$ cat src/rtl/alu_issue_pkg.sv
// Shared types for the ALU issue buffer: op codes, opcodes, entry layout.
// ALU_ISSUE_ILLEGAL_EN adds a per-entry illegal flag.
package alu_issue_pkg;

  typedef enum logic [4:0] {
    ALU_ADD   = 5'd0,
    ALU_SUB   = 5'd1,
    ALU_SLL   = 5'd2,
    ALU_SLT   = 5'd3,
    ALU_SLTU  = 5'd4,
    ALU_XOR   = 5'd5,
    ALU_SRL   = 5'd6,
    ALU_SRA   = 5'd7,
    ALU_OR    = 5'd8,
    ALU_AND   = 5'd9,
    ALU_PASSB = 5'd10
  } alu_op_e;

  typedef enum logic [1:0] {
    S_EMPTY = 2'd0,
    S_ONE   = 2'd1,
    S_TWO   = 2'd2
  } state_e;

  localparam logic [6:0] OPC_OP    = 7'b0110011;
  localparam logic [6:0] OPC_IMM   = 7'b0010011;
  localparam logic [6:0] OPC_LUI   = 7'b0110111;
  localparam logic [6:0] OPC_AUIPC = 7'b0010111;
  localparam logic [6:0] OPC_LOAD  = 7'b0000011;
  localparam logic [6:0] OPC_STORE = 7'b0100011;

  localparam logic [6:0] F7_ZERO = 7'b0000000;
  localparam logic [6:0] F7_ALT  = 7'b0100000;

  typedef struct packed {
    alu_op_e     alu_op;
    logic [31:0] src_a;
    logic [31:0] src_b;
    logic [4:0]  rd;
    logic        rd_we;
`ifdef ALU_ISSUE_ILLEGAL_EN
    logic        illegal;
`endif
  } entry_t;

  function automatic alu_op_e f3_op(
    input logic [2:0] f3,
    input logic       alt
  );
    alu_op_e op;
    op = ALU_ADD;
    unique case (f3)
      3'b000: op = alt ? ALU_SUB : ALU_ADD;
      3'b001: op = ALU_SLL;
      3'b010: op = ALU_SLT;
      3'b011: op = ALU_SLTU;
      3'b100: op = ALU_XOR;
      3'b101: op = alt ? ALU_SRA : ALU_SRL;
      3'b110: op = ALU_OR;
      3'b111: op = ALU_AND;
      default: op = ALU_ADD;
    endcase
    return op;
  endfunction

endpackage

$ cat src/rtl/alu_issue_dec.sv
// Combinational RV32I decoder: instruction plus operands to issue entry.
// ALU_ISSUE_ILLEGAL_EN also reports unsupported encodings.
module alu_issue_dec
  import alu_issue_pkg::*;
(
  input  logic [31:0] instr,
  input  logic [31:0] pc,
  input  logic [31:0] rs1_data,
  input  logic [31:0] rs2_data,
  output entry_t      ent
);

  logic [6:0]  w_opc;
  logic [2:0]  w_f3;
  logic [6:0]  w_f7;
  logic [31:0] w_imm_i;
  logic [31:0] w_imm_s;
  logic [31:0] w_imm_u;
  logic [31:0] w_shamt;
  logic        w_bad;
  logic        w_unused_rs1f;

  assign w_opc   = instr[6:0];
  assign w_f3    = instr[14:12];
  assign w_f7    = instr[31:25];
  assign w_imm_i = {{20{instr[31]}}, instr[31:20]};
  assign w_imm_s = {{20{instr[31]}}, instr[31:25], instr[11:7]};
  assign w_imm_u = {instr[31:12], 12'b0};
  assign w_shamt = {27'b0, instr[24:20]};

  // Register numbers arrive already resolved as operand data.
  assign w_unused_rs1f = ^instr[19:15];

  always_comb begin
    ent       = '0;
    w_bad     = 1'b0;
    ent.rd    = instr[11:7];
    unique case (1'b1)
      (w_opc == OPC_OP): begin
        w_bad = !((w_f7 == F7_ZERO) ||
                  ((w_f7 == F7_ALT) &&
                   ((w_f3 == 3'b000) || (w_f3 == 3'b101))));
        ent.alu_op = f3_op(w_f3, w_f7[5]);
        ent.src_a  = rs1_data;
        ent.src_b  = rs2_data;
        ent.rd_we  = 1'b1;
      end
      (w_opc == OPC_IMM): begin
        ent.alu_op = f3_op(w_f3, (w_f3 == 3'b101) && w_f7[5]);
        ent.src_a  = rs1_data;
        ent.src_b  = w_imm_i;
        ent.rd_we  = 1'b1;
        if (w_f3 == 3'b001) begin
          w_bad     = (w_f7 != F7_ZERO);
          ent.src_b = w_shamt;
        end
        if (w_f3 == 3'b101) begin
          w_bad     = !((w_f7 == F7_ZERO) || (w_f7 == F7_ALT));
          ent.src_b = w_shamt;
        end
      end
      (w_opc == OPC_LUI): begin
        ent.alu_op = ALU_PASSB;
        ent.src_b  = w_imm_u;
        ent.rd_we  = 1'b1;
      end
      (w_opc == OPC_AUIPC): begin
        ent.alu_op = ALU_ADD;
        ent.src_a  = pc;
        ent.src_b  = w_imm_u;
        ent.rd_we  = 1'b1;
      end
      (w_opc == OPC_LOAD): begin
        ent.alu_op = ALU_ADD;
        ent.src_a  = rs1_data;
        ent.src_b  = w_imm_i;
        ent.rd_we  = 1'b1;
      end
      (w_opc == OPC_STORE): begin
        ent.alu_op = ALU_ADD;
        ent.src_a  = rs1_data;
        ent.src_b  = w_imm_s;
        ent.rd_we  = 1'b0;
      end
      default: w_bad = 1'b1;
    endcase
    if (w_bad) begin
      ent.alu_op = ALU_ADD;
      ent.src_a  = '0;
      ent.src_b  = '0;
      ent.rd_we  = 1'b0;
    end
    if (ent.rd == 5'd0) ent.rd_we = 1'b0;
`ifdef ALU_ISSUE_ILLEGAL_EN
    ent.illegal = w_bad;
`endif
  end

endmodule

$ cat src/rtl/alu_issue.sv
// Two-entry issue buffer between register read and the ALU stage.
// ALU_ISSUE_ILLEGAL_EN adds the illegal output.
module alu_issue
  import alu_issue_pkg::*;
(
  input  logic        clk,
  input  logic        rst_n,
  input  logic        in_valid,
  output logic        in_ready,
  input  logic [31:0] instr,
  input  logic [31:0] pc,
  input  logic [31:0] rs1_data,
  input  logic [31:0] rs2_data,
  input  logic        flush,
  output logic        out_valid,
  input  logic        out_ready,
  output logic [4:0]  alu_op,
  output logic [31:0] SrcA,
  output logic [31:0] SrcB,
  output logic [4:0]  rd,
`ifdef ALU_ISSUE_ILLEGAL_EN
  output logic        rd_we,
  output logic        illegal
`else
  output logic        rd_we
`endif
);

  state_e r_state;
  state_e w_nstate;
  logic   r_in_ready;
  entry_t r_ent0;
  entry_t r_ent1;
  entry_t w_ent0_n;
  entry_t w_ent1_n;
  entry_t w_dec;
  logic   w_push;
  logic   w_pop;

  alu_issue_dec u_dec (
    .instr    (instr),
    .pc       (pc),
    .rs1_data (rs1_data),
    .rs2_data (rs2_data),
    .ent      (w_dec)
  );

  assign out_valid = (r_state != S_EMPTY);
  assign in_ready  = r_in_ready;
  assign w_push    = in_valid && r_in_ready && !flush;
  assign w_pop     = out_valid && out_ready;

  always_ff @(posedge clk or negedge rst_n) begin
    if (!rst_n) begin
      r_state    <= S_EMPTY;
      r_in_ready <= 1'b0;
      r_ent0     <= '0;
      r_ent1     <= '0;
    end else begin
      r_state    <= w_nstate;
      r_in_ready <= (w_nstate != S_TWO);
      r_ent0     <= w_ent0_n;
      r_ent1     <= w_ent1_n;
    end
  end

  // r_ent0 is always the head; r_ent1 only holds data in S_TWO.
  always_comb begin
    w_nstate = r_state;
    w_ent0_n = r_ent0;
    w_ent1_n = r_ent1;
    if (flush) begin
      w_nstate = S_EMPTY;
    end else begin
      unique case (r_state)
        S_EMPTY: begin
          if (w_push) begin
            w_nstate = S_ONE;
            w_ent0_n = w_dec;
          end
        end
        S_ONE: begin
          if (w_push && w_pop) begin
            w_ent0_n = w_dec;
          end else if (w_push) begin
            w_nstate = S_TWO;
            w_ent1_n = w_dec;
          end else if (w_pop) begin
            w_nstate = S_EMPTY;
          end
        end
        S_TWO: begin
          if (w_pop) begin
            w_nstate = S_ONE;
            w_ent0_n = r_ent1;
          end
        end
        default: w_nstate = S_EMPTY;
      endcase
    end
  end

  assign alu_op = r_ent0.alu_op;
  assign SrcA   = r_ent0.src_a;
  assign SrcB   = r_ent0.src_b;
  assign rd     = r_ent0.rd;
  assign rd_we  = r_ent0.rd_we;
`ifdef ALU_ISSUE_ILLEGAL_EN
  assign illegal = r_ent0.illegal;
`endif

endmodule

$ cat config.mk
export PLATFORM = sky130hd
export DESIGN_NAME = alu_issue
export DESIGN_NICKNAME = d
export VERILOG_FILES = /design/src/rtl/alu_issue_pkg.sv /design/src/rtl/alu_issue_dec.sv /design/src/rtl/alu_issue.sv
export SDC_FILE = /design/constraint.sdc
export NUM_CORES = 1
export LEC_CHECK = 0
export ABC_AREA = 1
export CORE_MARGIN = 5
export CORE_UTILIZATION = 53
export CTS_CLUSTER_SIZE = 10
export DETAILED_ROUTE_END_ITERATION = 8
export PLACE_DENSITY_LB_ADDON = 0.1
export SKIP_CTS_REPAIR_TIMING = 1
export SLEW_MARGIN = 40
export SYNTH_ARGS = -nofsm -noshare
export SYNTH_HDL_FRONTEND = slang
export SYNTH_SLANG_ARGS = --single-unit
$ cat constraint.sdc
create_clock -name clk -period 3.06 [get_ports clk]
set_input_delay 0.459 -clock clk [delete_from_list [all_inputs] [get_ports clk]]
set_output_delay 0.459 -clock clk [all_outputs]
set_load 0.01 [all_outputs]
# --- Word level (Yosys, flattened, before mapping) ---
# Index checks and enable logic that the tools add are counted.
classes:
  add_sub_neg: 0
  n_mul: 0
  div_mod_pow: 0
  order_cmp: 0
  eq_ne: 20
  n_shift: 0
  mux: 29
  bitwise_logic: 2
  n_reduce_logical: 25
op_table:
  columns: ["operator", "count"]
  rows:
  - ["two-way mux 75 bit", 3]
  - ["one-hot mux 75 bit (3 select lines)", 1]
  - ["one-hot mux 32 bit (5 select lines)", 1]
  - ["one-hot mux 5 bit (8 select lines)", 2]
  - ["two-way mux 69 bit", 1]
  - ["two-way mux 32 bit", 2]
  - ["one-hot mux 32 bit (2 select lines)", 1]
  - ["== test 7 x 6 -> 1 bit, second input constant", 4]
  - ["one-hot mux 5 bit (3 select lines)", 1]
  - ["== test 7 x 5 -> 1 bit, second input constant", 2]
  - ["== test 3 bit, second input constant", 4]
  - ["two-way mux 2 bit", 6]
  - ["two-way mux 1 bit", 9]
  - ["inequality test 2 bit, second input constant", 4]
  - ["OR reduction 4 bit", 2]
  - ["== test 7 x 2 -> 1 bit, second input constant", 1]
  - ["zero test 7 bit", 1]
  - ["nonzero test 7 bit", 1]
  - ["== test 3 x 2 -> 1 bit, second input constant", 2]
  - ["logical AND 1 bit", 6]
  - ["one-hot mux 2 bit (3 select lines)", 1]
  - ["zero test 5 bit", 1]
  - ["AND reduction 5 bit", 1]
  - ["OR reduction 5 bit", 1]
  - ["other kinds (13)", 18]
totals:
  reg_bits: 153
  latchBits: 0
  mem_bits_rw: 0
  rom_bits: 0
  out_inout_bits: 77
  elab_cells: 88
  mem_count: 0

# --- Depth between registers and ports, before layout ---
logic_depth:
  ltp_word: 10
  depth_mapped: 14

# --- By module ---
# Synthesis repeated with hierarchy kept, for this count alone.
hier_totals:
  hier_cells: 1347
  area_unflattened_um2: 9056.2
by_module_without_submodules:
  columns: ["mod", "n_inst", "cells_each", "area_per_inst_um2", "seq_area_each_um2"]
  rows:
  - ["alu_issue", 1, 926, 7230.7, 3828.7]
  - ["alu_issue_dec", 1, 421, 1825.5, 0.0]

# --- Least setup slack after synthesis ---
# No wires, ideal clock.
synth_path:
  kind: "input port to flip-flop"
  from: "input port instr[2]"
  to: "register r_ent0 (netlist bit SrcA[29])"
  setup_ns: 0.116
  arrival_time_ns: 1.676
  required_time_ns: 2.944
  slack_ns: 1.267
  path_stages: 14
  path_cell_list: "inv_1 -> nand2_1 -> nor2_2 -> nand2_1 -> nor2_1 -> nand2_1 -> nand2_1 -> nor2_4 -> buf_4 -> buf_6 -> nand2_1 -> nand2_1 -> nand2_1 -> nand2_1"
synth_between:
  elab_chain_len: 6
  word_cells_on_any_way: 14
  cone_classes: "eq/ne (6); mux (6); reduce/logical (2)"
synth_lines:
  columns: ["element", "line", "source"]
  rows:
  - ["start: declaration", "alu_issue.sv:10", "input logic [31:0] instr,"]
  - ["== test 7 x 6 -> 1 bit, or another cell as far along", "alu_issue_dec.sv:79", "(w_opc == OPC_STORE): begin"]
  - ["OR reduction 4 bit (no line)", null, null]
  - ["one-hot mux 1 bit (3 select lines) / one-hot mux 32 bit (2 select lines) (equally long branches)", "alu_issue_dec.sv:38", "unique case (1'b1)"]
  - ["two-way mux 69 bit *", "alu_issue_dec.sv:87", "if (w_bad) begin"]
  - ["two-way mux 75 bit (on tied branches)", "alu_issue.sv:83, alu_issue.sv:77", null]
  - ["one-hot mux 75 bit (3 select lines) *", "alu_issue.sv:75", "unique case (r_state)"]
  - ["end signal: assignment", "alu_issue.sv:62", "r_ent0 <= w_ent0_n;"]
  - ["end: declaration", "alu_issue.sv:32", "entry_t r_ent0;"]
# Mark *: on every way between the ends. The rest lies on a longest branch, timed or not. The select of a mux whose other input is x is not followed.
# A chain may end at the register's enable or synchronous reset.

# --- Worst setup path in the final report ---
layout_path:
  from: "input port instr[1]"
  to: "register r_ent1[18] (netlist name)"
layout_between:
  elab_chain_len: 4
  word_cells_on_any_way: 11
  cone_classes: "eq/ne (6); mux (3); reduce/logical (2)"
layout_lines:
  columns: ["element", "line", "source"]
  rows:
  - ["== test 7 x 6 -> 1 bit, or another cell as far along", "alu_issue_dec.sv:79", null]
  - ["OR reduction 4 bit (no line) / OR reduction 2 bit (equally long branches)", null, null]
  - ["one-hot mux 1 bit (3 select lines) / one-hot mux 32 bit (5 select lines) (equally long branches)", "alu_issue_dec.sv:38", null]
  - ["two-way mux 69 bit *", "alu_issue_dec.sv:87", null]
  - ["end signal: assignment", "alu_issue.sv:63", "r_ent1 <= w_ent1_n;"]
  - ["end: declaration", "alu_issue.sv:33", "entry_t r_ent1;"]
# Mark *: on every way between the ends. The rest lies on a longest branch, timed or not.

==> metrics.csv <==
stage,metric,value,unit
critical_path,r2r-start,r_state[1],
power,p_total,4.85,mW
sta,fin_crit_sh,0.793,
critical_path,cp_max_fo,21,
sta,hold_ws,0.0280,ns
detailed_routing,ant_nets,0,
power,power_frac_comb,0.117,
power,p_int,3.73,mW
synth,synth_area_leaders,"dfrtp_1 (47%), nand2_1 (29%), nor2_1 (7.5%), nand3_1 (4.8%), o21ai_0 (3.0%)",
synth,postSynthCellCount,1224,
die,core_region_area,15100,um2
run,max_cap_violations,0,
detailed_routing,wirelength,23700,um
synth,synth_edf_count,0,
cells_and_area,area_delta_synth_final,35.4,%
place,hpwl,16200,um
synth,synth_flop_cell,dfrtp_1,
die,die_height,134,um
clock_tree,h-tree-depth,4,
cells_and_area,num_antenna_cells,0,
sta,period_minus_slack,2.43,ns
synth,yosysTopAreaCellShare,0.466,
clock_tree,cts_tree,yes,
cells_and_area,layout.nets,1534,
place,dp.cells,1570,
clock_tree,cts.path.max_buffers,2,
global_route,track_usage,0.268,
synth,yosys_warnings,0,
detailed_routing,viasPerCell,5.19,
sta,finalHoldViolations,0,
sta,slew_violations,0,
clock_tree,clock_latency,0.42,ns
synth,synthDistinctLibCells,26,
global_route,grt_pass1_vias,7807,
die,dieArea,17900,um2
hold_path,hold_path_class,input port to async pin,
synth,synth.net_count,1357,
critical_path,cp_slowest_cell,clkdlybuf4s50_1,
sta,clock.fmax,0.412,GHz
place,io_buffers,208,
critical_path,cp-start-kind,input port,
clock_tree,clk_pin_slew,0.06,ns
synth,syn_area,8100,um2
sta,finalSetupViolCount,0,
detailed_routing,firstDrtPassIters,6,
critical_path,path_common_cell,nand2_1,
sta,tns,0,ns
detailed_routing,drtIter0Drc,634,
clock_tree,cts_root_buf,clkbuf_16,
sta,fin_skew,0.00573,ns
cells_and_area,finish.instance_area,11000,um2
power,power_density,442,nW/um2
synth,yosysTopAreaCell,dfrtp_1,
sta,rsz0062_at_grt,false,
critical_path,path_class,input port to register,
place,placed_cell_area,10400,um2
die,row_count,45,
clock_tree,cts_buffers,17,
run_status,status,"complete, no violations",
cells_and_area,fin_cells,1600,
critical_path,required,3.39,ns
detailed_routing,vias,8297,
die,io_pins,210,
critical_path,worstSetupEndpointType,register,
synth,ys_seq_area_frac,0.466,
power,clkPwrFrac,0.454,
die,start_util,0.537,
power,p_sw_frac,0.232,
power,pwr-share-seq,0.429,
clock_tree,cts.sinks,151,
global_route,grt_pass1_wl,38500,um
global_route,grt_overflow,0,
sta,tightest_slew,0.724,ns
synth,ys_ff_latch,151,
power,switching_power,1.12,mW
sta,max_slew_margin,0.517,
place,place_congestion,0.849,
detailed_routing,drc_errors,0,
power,ir_worst_vdd,0.369,mV
synth,async_flop_share,1.00,
critical_path,critPathMaxStageDelay,0.46,ns
global_route,grt_antenna_before_repair,0,
global_route,grt_max_degree,70,
power,p_leak,6.09,nW
critical_path,cp-startpoint,instr[1],
die,die_x,134,um
critical_path,arrival,2.75,ns
cells_and_area,drive_above_1_share,0.0467,
synth,syn-mean-instance-area,6.62,um2
critical_path,crit_chain,clkdlybuf4s50_1 -> nand2_1 -> nor2_2 -> nand2_1 -> o21ai_2 -> nand2_2 -> nand2_1 -> nand2_1 -> o21ai_0,
detailed_routing,post_drt_wl_per_cell,14.8,um
-- cell families after synthesis --
logic type	count (synthesis)	share of synthesized area
and+or+nand+nor	870	0.421
DFF	151	0.466
buffers and inverters	115	0.0573
AOI/OAI and AO/OA	87	0.0553
other	1	0.000463
-- cells in the mapped netlist (3+ instances only) --
cell type / instances
o21ai_1: 30
clkbuf_1: 49
nand2_1: 617
nor3_1: 4
inv_1: 39
dfrtp_1: 151
nand3_1: 78
buf_1: 5
inv_2: 3
nor2_1: 161
buf_2: 14
a31oi_1: 5
nor2_2: 4
o21ai_0: 48
-- per-layer routing --
| metal | global-route usage | vias up | wire length [um] |
|---|---|---|---|
| li1 | - | 4119 | - |
| met1 | 0.345 | 3812 | 9860 |
| met2 | 0.438 | 329 | 11200 |
| met3 | 0.0801 | 37 | 2170 |
| met4 | 0.0840 | 0 | 492 |
| met5 | 0 | - | 0 |
-- stage by stage --
| step | setup WS (ns) | util |
|---|---|---|
| detailed placement | 0.276 | 0.687 |
| global placement | 0.435 | 0.687 |
| finish | 0.634 | 0.727 |
| global route | 0.449 | 0.727 |
| CTS | 0.677 | 0.727 |
| floorplan | 1.27 | - |
-- layout make-up --
cell class	instances	area [um2]
repair buffers	229	2300
fillers	1249	4120
inverters	44	170
clock inverters	10	153
clock buffers	20	457
well taps	188	235
flip-flops and latches	151	3780
multi-input cells	958	3880
-- sequential cells by signal, summed over array words and instances (netlist names) --
name      count
SrcA         32
SrcB         32
alu_op        4
in_ready      1
r_ent1       74
r_state       2
rd            5
rd_we         1
-- worst paths after layout --
kind	endpoint	slack, ns	cells past startpoint
worst max-delay path	r_ent1[18]	0.63	9
worst min-delay path	SrcA[22]	0.03	1
worst max register to register	SrcA[29]	0.97	8
worst min register to register	r_ent1[5]	0.47	2
max in group asynchronous	r_ent1[45]	2.29	2
min in group clk	r_ent1[5]	0.47	2
-- power by group through the flow --
stage               logic (mW)  clock network (mW)  registers, mW
global route             0.622                2.31           2.09
global placement         0.563                   0           2.12
CTS                      0.572                2.23           2.08
detailed placement       0.570                   0           2.12
floorplan                0.183                   0           2.13
finish                   0.568                2.20           2.08
-- cells in the final DEF (no fill, tap or decap), types with 16 or more instances in the layout --
cell / netlist / layout
o21ai_1: 30 / 30
nand2_1: 617 / 616
buf_4: 2 / 16
dfrtp_1: 151 / 151
o21ai_0: 48 / 48
nor2_1: 161 / 160
nand3_1: 78 / 78
clkbuf_16: 0 / 17
clkdlybuf4s50_1: 0 / 207
inv_1: 39 / 39
-- critical path: cells and delay by family --
family	cells	cell delay, ns
compound gates	2	0.51
buf+inv	1	0.46
simple gates	6	1.33
No activity file was read; power rests on OpenSTA's default activity.
